### src/rtl/ws2812_pkg.sv
// ws2812_pkg: shared types and constants for the WS2812 serialiser.
//   state_e      : transmitter FSM states
//   *_DEF        : default bit/reset timing in sys_clk cycles at 50 MHz
//   G/R/B_*      : field offsets inside a 24-bit GRB pixel word
//   cnt_w()      : counter width for a modulus, never below 1 bit
package ws2812_pkg;

  typedef enum logic [1:0] {
    IDLE = 2'd0,
    LOAD = 2'd1,
    BIT  = 2'd2,
    RST  = 2'd3
  } state_e;

  localparam int T0H_DEF   = 20;     // 0.4 us high for a '0'
  localparam int T1H_DEF   = 40;     // 0.8 us high for a '1'
  localparam int T_BIT_DEF = 63;     // 1.26 us per bit
  localparam int T_RST_DEF = 15000;  // 300 us latch gap

  localparam int CYC_W = 16;         // cycle counter covers both bit and gap timing

  localparam int G_MSB = 23;
  localparam int G_LSB = 16;
  localparam int R_MSB = 15;
  localparam int R_LSB = 8;
  localparam int B_MSB = 7;
  localparam int B_LSB = 0;

  function automatic int cnt_w(input int n);
    return (n > 1) ? $clog2(n) : 1;
  endfunction

endpackage

### src/rtl/ws2812_tx_if.sv
// ws2812_tx_if: handshake between the matrix config/draw stage and ws2812_tx.
//   ws2812_start : frame request (config -> tx)
//   cfg_data     : GRB colour of the current LED (config -> tx)
//   cfg_start    : advance-to-next-LED pulse (tx -> config)
//   busy         : transmitter not idle (tx -> config)
// master = config stage, slave = transmitter.
interface ws2812_tx_if;
  logic        ws2812_start;
  logic [23:0] cfg_data;
  logic        cfg_start;
  logic        busy;

  modport master (output ws2812_start, output cfg_data, input cfg_start, input busy);
  modport slave  (input ws2812_start, input cfg_data, output cfg_start, output busy);
endinterface

### src/rtl/ws2812_bit_enc.sv
// ws2812_bit_enc: per-bit line shaping.
//   bit_val : value of the bit being sent
//   cyc_cnt : cycle position inside the bit period
//   hi      : line should be high at this position
//   bit_end : last cycle of the bit period
module ws2812_bit_enc
  import ws2812_pkg::*;
#(
  parameter int T0H   = T0H_DEF,
  parameter int T1H   = T1H_DEF,
  parameter int T_BIT = T_BIT_DEF
) (
  input  logic             bit_val,
  input  logic [CYC_W-1:0] cyc_cnt,
  output logic             hi,
  output logic             bit_end
);
  assign hi      = cyc_cnt < (bit_val ? CYC_W'(T1H) : CYC_W'(T0H));
  assign bit_end = cyc_cnt == CYC_W'(T_BIT - 1);
endmodule

### src/rtl/ws2812_tx.sv
// ws2812_tx: serialises NUM_LED GRB pixels per frame onto the WS2812 line,
// then holds the line low for the latch gap.
//   sys_clk, sys_rst_n : clock, async active-low reset
//   cfg (slave)        : ws2812_start / cfg_data in, cfg_start / busy out
//   dout               : WS2812 data line (registered)
// Optional (WS2812_TX_STAT_EN):
//   frame_done : one-cycle pulse on the last gap cycle
//   frame_cnt  : wrapping count of frame_done pulses
module ws2812_tx
  import ws2812_pkg::*;
#(
  parameter int NUM_LED = 64,
  parameter int T0H     = T0H_DEF,
  parameter int T1H     = T1H_DEF,
  parameter int T_BIT   = T_BIT_DEF,
  parameter int T_RST   = T_RST_DEF
) (
  input  logic        sys_clk,
  input  logic        sys_rst_n,
  ws2812_tx_if.slave  cfg,
  output logic        dout
`ifdef WS2812_TX_STAT_EN
  ,
  output logic        frame_done,
  output logic [15:0] frame_cnt
`endif
);
  localparam int LED_W = cnt_w(NUM_LED);

  state_e           state, state_nxt;
  logic [CYC_W-1:0] cyc_cnt, cyc_nxt;
  logic [4:0]       bit_cnt, bit_nxt;
  logic [LED_W-1:0] led_cnt, led_nxt;
  logic [23:0]      sh, sh_nxt;
  logic             pending, pending_nxt;
  logic             cfg_start_q, cfg_start_nxt;
  logic             dout_nxt;
  logic             enc_hi, bit_end, rst_end;

  ws2812_bit_enc #(.T0H(T0H), .T1H(T1H), .T_BIT(T_BIT)) u_enc (
    .bit_val (sh[G_MSB]),
    .cyc_cnt (cyc_cnt),
    .hi      (enc_hi),
    .bit_end (bit_end)
  );

  assign rst_end   = (state == RST) && (cyc_cnt == CYC_W'(T_RST - 1));
  assign cfg.busy      = (state != IDLE);
  assign cfg.cfg_start = cfg_start_q;

  always_comb begin
    state_nxt     = state;
    cyc_nxt       = cyc_cnt;
    bit_nxt       = bit_cnt;
    led_nxt       = led_cnt;
    sh_nxt        = sh;
    pending_nxt   = pending;
    cfg_start_nxt = 1'b0;
    dout_nxt      = 1'b0;

    // a request while busy is remembered once; it is consumed at the end of the gap
    if (cfg.ws2812_start && state != IDLE) pending_nxt = 1'b1;

    case (state)
      IDLE: if (cfg.ws2812_start) state_nxt = LOAD;
      LOAD: begin
        sh_nxt    = cfg.cfg_data;
        bit_nxt   = '0;
        cyc_nxt   = '0;
        state_nxt = BIT;
      end
      BIT: begin
        dout_nxt = enc_hi;
        if (!bit_end) begin
          cyc_nxt = cyc_cnt + 1'b1;
        end else if (bit_cnt != 5'd23) begin
          sh_nxt  = {sh[22:0], 1'b0};
          bit_nxt = bit_cnt + 1'b1;
          cyc_nxt = '0;
        end else begin
          // registered below, so the pulse lands in the following LOAD/first RST cycle
          cfg_start_nxt = 1'b1;
          cyc_nxt       = '0;
          if (led_cnt == LED_W'(NUM_LED - 1)) begin
            led_nxt   = '0;
            state_nxt = RST;
          end else begin
            led_nxt   = led_cnt + 1'b1;
            state_nxt = LOAD;
          end
        end
      end
      RST: begin
        if (!rst_end) begin
          cyc_nxt = cyc_cnt + 1'b1;
        end else begin
          cyc_nxt     = '0;
          pending_nxt = 1'b0;
          state_nxt   = (pending || cfg.ws2812_start) ? LOAD : IDLE;
        end
      end
      default: state_nxt = IDLE;
    endcase
  end

  always_ff @(posedge sys_clk or negedge sys_rst_n) begin
    if (!sys_rst_n) begin
      state       <= IDLE;
      cyc_cnt     <= '0;
      bit_cnt     <= '0;
      led_cnt     <= '0;
      sh          <= '0;
      pending     <= 1'b0;
      cfg_start_q <= 1'b0;
      dout        <= 1'b0;
    end else begin
      state       <= state_nxt;
      cyc_cnt     <= cyc_nxt;
      bit_cnt     <= bit_nxt;
      led_cnt     <= led_nxt;
      sh          <= sh_nxt;
      pending     <= pending_nxt;
      cfg_start_q <= cfg_start_nxt;
      dout        <= dout_nxt;
    end
  end

`ifdef WS2812_TX_STAT_EN
  logic [15:0] frame_cnt_q;

  assign frame_done = rst_end;
  assign frame_cnt  = frame_cnt_q;

  always_ff @(posedge sys_clk or negedge sys_rst_n) begin
    if (!sys_rst_n)   frame_cnt_q <= '0;
    else if (rst_end) frame_cnt_q <= frame_cnt_q + 16'd1;
  end
`endif

endmodule

### src/flat_wrapper.sv
// flat-port wrapper written by rule: the top's interface ports become plain ports
module ws2812_tx_flat import ws2812_pkg::*;
#(
  parameter int NUM_LED = 64,
  parameter int T0H     = T0H_DEF,
  parameter int T1H     = T1H_DEF,
  parameter int T_BIT   = T_BIT_DEF,
  parameter int T_RST   = T_RST_DEF
)
  (sys_clk, sys_rst_n, dout, cfg_ws2812_start, cfg_cfg_data, cfg_cfg_start, cfg_busy);
  ws2812_tx_if cfg_i ();
  input  logic sys_clk;
  input  logic sys_rst_n;
  output logic dout;
  input wire logic [$bits(cfg_i.ws2812_start)-1:0] cfg_ws2812_start;
  input wire logic [$bits(cfg_i.cfg_data)-1:0] cfg_cfg_data;
  output wire logic [$bits(cfg_i.cfg_start)-1:0] cfg_cfg_start;
  output wire logic [$bits(cfg_i.busy)-1:0] cfg_busy;
  assign cfg_i.ws2812_start = cfg_ws2812_start;
  assign cfg_i.cfg_data = cfg_cfg_data;
  assign cfg_cfg_start = cfg_i.cfg_start;
  assign cfg_busy = cfg_i.busy;
  ws2812_tx #(.NUM_LED(NUM_LED), .T0H(T0H), .T1H(T1H), .T_BIT(T_BIT), .T_RST(T_RST)) u_core (.sys_clk(sys_clk), .sys_rst_n(sys_rst_n), .cfg(cfg_i), .dout(dout));
endmodule
### config.mk
export PLATFORM = sky130hd
export DESIGN_NAME = ws2812_tx_flat
export DESIGN_NICKNAME = d
export VERILOG_FILES = /design/src/rtl/ws2812_pkg.sv /design/src/rtl/ws2812_tx_if.sv /design/src/rtl/ws2812_bit_enc.sv /design/src/rtl/ws2812_tx.sv /design/src/flat_wrapper.sv
export SDC_FILE = /design/constraint.sdc
export NUM_CORES = 1
export LEC_CHECK = 0
export CORE_ASPECT_RATIO = 1.25
export CORE_MARGIN = 2
export CORE_UTILIZATION = 45
export CTS_CLUSTER_DIAMETER = 50
export DETAILED_ROUTE_END_ITERATION = 6
export PLACE_DENSITY = 0.65
export SLEW_MARGIN = 20
export SYNTH_ARGS = -nofsm -noshare
export SYNTH_HDL_FRONTEND = slang
export SYNTH_SLANG_ARGS = --single-unit
export TNS_END_PERCENT = 1
### constraint.sdc
create_clock -name sys_clk -period 2.43 [get_ports sys_clk]
set_input_delay 0.486 -clock sys_clk [delete_from_list [all_inputs] [get_ports sys_clk]]
set_output_delay 0.486 -clock sys_clk [all_outputs]
set_load 0.01 [all_outputs]
==> impl_metrics.py <==
metrics = {
    "worst_setup_path": {
        "worst_r2r_path_depth": 7,
        "slowest_stage": "clkdlybuf4s50_1",
        "crit_chain": "inv_1 -> ha_1 -> inv_1 -> clkdlybuf4s50_1",
        "worstSetupPathType": "reg2out",
        "crit_cells": 4,
        "start_kind": "flip-flop",
        "required_ns": 1.94,
        "cpPeakStageDelay_ns": 0.55,
        "crit_arrival_ns": 1.67,
        "regToRegSetupSlack_ns": 0.38,
        "cp-endpoint": "cfg_busy",
        "r2r-end": "u_core.cyc_cnt[10]$_DFFE_PN0P_",
        "worst_setup_path_end_kind": "primary output",
        "path_buf_inv": 3,
        "critical_path.max_fanout": 4,
        "r2r-start": "u_core.cyc_cnt[0]$_DFFE_PN0P_",
        "crit_path_start": "u_core.state[0]$_DFFE_PN0P_",
        "cp_common_cell": "inv_1",
        "crit_family": "buffers and inverters",
    },
    "run": {
        "drv_cap": 0,
    },
    "final_layout": {
        "layout-drive-gt1-share_pct": 8.459,
        "final_cell_mix": "dfrtp_1 (56), nor2_1 (43), a21oi_1 (33)",
        "fin_nets": 368,
        "n_antenna_cell": 0,
        "num-fill-cells": 629,
        "finalInstanceArea_mm2": 0.003487,
        "area_growth_pct": 16.32,
        "layout_commonest_cell": "dfrtp_1",
    },
    "clock_tree": {
        "cts_resized": 0,
        "tritoncts": "built",
        "cts_max_path_buffers": 2,
        "cts.sinks": 56,
        "cts.clk_slew.worst_paths_ns": 0.10,
        "cts_root_buffer": "clkbuf_8",
        "cts_inserted_buffers": 5,
        "h-tree-depth": 2,
        "cts_hold_buf": 0,
        "clkLatencyLatePin_ns": 0.31,
        "post_cts_buffers": 0,
    },
    "floorplanning": {
        "die_area_mm2": 0.007335,
        "core_area_mm2": 0.006524,
        "die_y_um": 95.26,
        "die_w_um": 77.01,
        "rows": 33,
        "pin_count": 30,
        "start_util_pct": 45.95,
    },
    "synthesis": {
        "ys.flop_type": "dfrtp_1",
        "synth_async_sr_flop_share_pct": 100.0,
        "ys_types": 49,
        "synthCells": 300,
        "synth-warning-count": 0,
        "syn_nets": 338,
        "yosysSeqAreaShare_pct": 46.74,
        "syn-mean-instance-area_um2": 9.993,
        "synth_edf_count": 0,
        "syn_area_mm2": 0.002998,
        "ys_seq_elements": 56,
    },
    "drt": {
        "dr.pass1.iters": 4,
        "drcViolationCount": 0,
        "wirelength_mm": 5.775,
        "wl_per_cell_um": 13.82,
        "drt_iter0_markers": 111,
        "ant_nets": 0,
        "via_per_inst": 5.282,
        "num_vias": 2208,
    },
    "global_routing": {
        "antenna_found_initial": 0,
        "grt_pass1_wl_mm": 10.02,
        "grt_pass1_vias": 2176,
        "grtUsageTotal_pct": 17.07,
        "overflow": 0,
        "grt_max_degree": 44,
    },
    "timing": {
        "fin_crit_ns": 2.152,
        "worstMarginPinSlew_ns": 0.6531,
        "min_period_over_period_pct": 88.55,
        "timing.fmax_mhz": 464.7,
        "skew_ns": 0.01205,
        "hold_violations": 0,
        "grt_setup_unrepaired": "no",
        "tns_ns": 0,
        "hold_slack_ns": 0.1896,
        "slew_headroom_pct": 56.46,
        "setup_viol": 0,
        "final_max_slew_viol_count": 0,
    },
    "place": {
        "place.gp.congestion": 0.7931,
        "dp_hpwl_mm": 4.160,
        "placed_area_mm2": 0.003390,
        "io_buffers": 29,
    },
    "pwr": {
        "peakVddDrop_mv": 0.7456,
        "p_per_area_mw_per_mm2": 1007,
        "p_leak_nw": 1.442,
    },
    "worst_hold_path": {
        "hold_class": "in2async",
    },
    "run_status": {
        "status": "finished clean",
    },
}
[sequential cells by signal, indices dropped and copies added, names as in the netlist]
signal,flops
u_core.bit_cnt,5
u_core.cfg.cfg_start,1
u_core.cyc_cnt,16
u_core.dout,1
u_core.led_cnt,6
u_core.pending,1
u_core.sh,24
u_core.state,2
[synth_stat cells, types with 2 or more instances]
| library cell | instances | area [µm²] |
|---|---|---|
| or3_1 | 2 | 12.51 |
| dfrtp_1 | 56 | 1401 |
| ha_1 | 11 | 137.6 |
| buf_2 | 8 | 40.04 |
| nor2_1 | 43 | 161.4 |
| nor3_1 | 9 | 45.04 |
| mux2i_1 | 25 | 250.2 |
| o2bb2ai_1 | 3 | 26.28 |
| nand4_1 | 5 | 31.28 |
| and3_1 | 4 | 25.02 |
| nor2b_1 | 2 | 12.51 |
| o21a_1 | 2 | 15.01 |
| o21ai_1 | 2 | 10.01 |
| and4b_1 | 2 | 20.02 |
| nor3_4 | 2 | 32.53 |
| o21ai_0 | 10 | 50.05 |
| a2bb2oi_1 | 2 | 17.52 |
| nor4_1 | 2 | 12.51 |
| o211ai_1 | 2 | 15.01 |
| a41oi_1 | 2 | 17.52 |
| inv_1 | 12 | 45.04 |
| a21oi_1 | 33 | 165.2 |
| xnor2_1 | 5 | 43.79 |
| mux2_2 | 2 | 22.52 |
| nand2_1 | 16 | 60.06 |
| nand3_1 | 11 | 55.05 |
| xor2_1 | 3 | 26.28 |
| clkbuf_1 | 3 | 11.26 |
[per-layer routing]
layer	share of wire [%]	track usage (%)
met5	0	0
met4	1.1	4.911
met3	3.2	4.167
met2	49	29.46
met1	46	21.47
[per-stage QoR]
stage	power [mW]	util (%)	cells	setup slack (ns)
6_report	3.512	53.45	418	0.2782
4_1_cts	3.564	53.45	418	0.2489
2_1_floorplan	2.613	-	300	0.5393
3_3_place_gp	2.953	51.96	410	0.3744
5_1_grt	3.812	53.45	418	0.1608
3_5_place_dp	3.002	51.96	410	0.3821
[cells by family after synthesis]
logic type	count (synthesis)	share of synthesized area (%)
simple gates	109	19.99
compound gates	65	13.65
flops	56	46.74
mux	27	9.098
buf+inv	24	3.589
fa+ha+maj	11	4.591
xor+xnor	8	2.337
[report_power, final]
| group | total [mW] | internal [mW] | switching (mW) |
|---|---|---|---|
| logic | 1.62 | 0.637 | 0.986 |
| registers | 1.34 | 1.19 | 0.152 |
| clock network | 0.545 | 0.232 | 0.313 |
| total | 3.51 | 2.06 | 1.45 |
[worst register-to-register path, cell delays in order (launching register included)]
cell      delay, ns
dfrtp_1        0.44
ha_1           0.30
and4b_1        0.23
and4_2         0.23
nor2b_1        0.12
buf_4          0.18
o21ai_1        0.12
o311ai_0       0.33
[cell type report]
| type | instances | area, µm² | area share [%] |
|---|---|---|---|
| clock buffers | 6 | 82.58 | 2.368 |
| clock inverters | 2 | 15.01 | 0.4306 |
| inverters | 12 | 45.04 | 1.292 |
| multi-input cells | 220 | 1491 | 42.77 |
| flip-flops and latches | 56 | 1401 | 40.19 |
| well taps | 87 | 108.9 | 3.122 |
| repair buffers | 35 | 342.8 | 9.831 |
[worst min path at each step]
stage | endpoint | slack, ns | cells past startpoint
after floorplan | u_core.bit_cnt[0]$_DFFE_PN0P_ | 0.19 | 0
after global placement | u_core.led_cnt[4]$_DFFE_PN0P_ | 0.45 | 1
after detailed placement | u_core.led_cnt[4]$_DFFE_PN0P_ | 0.46 | 1
after CTS | u_core.dout$_DFF_PN0_ | 0.20 | 1
after global routing | u_core.dout$_DFF_PN0_ | 0.23 | 1
final | u_core.dout$_DFF_PN0_ | 0.19 | 1
No activity file was read; power rests on OpenSTA's default activity.
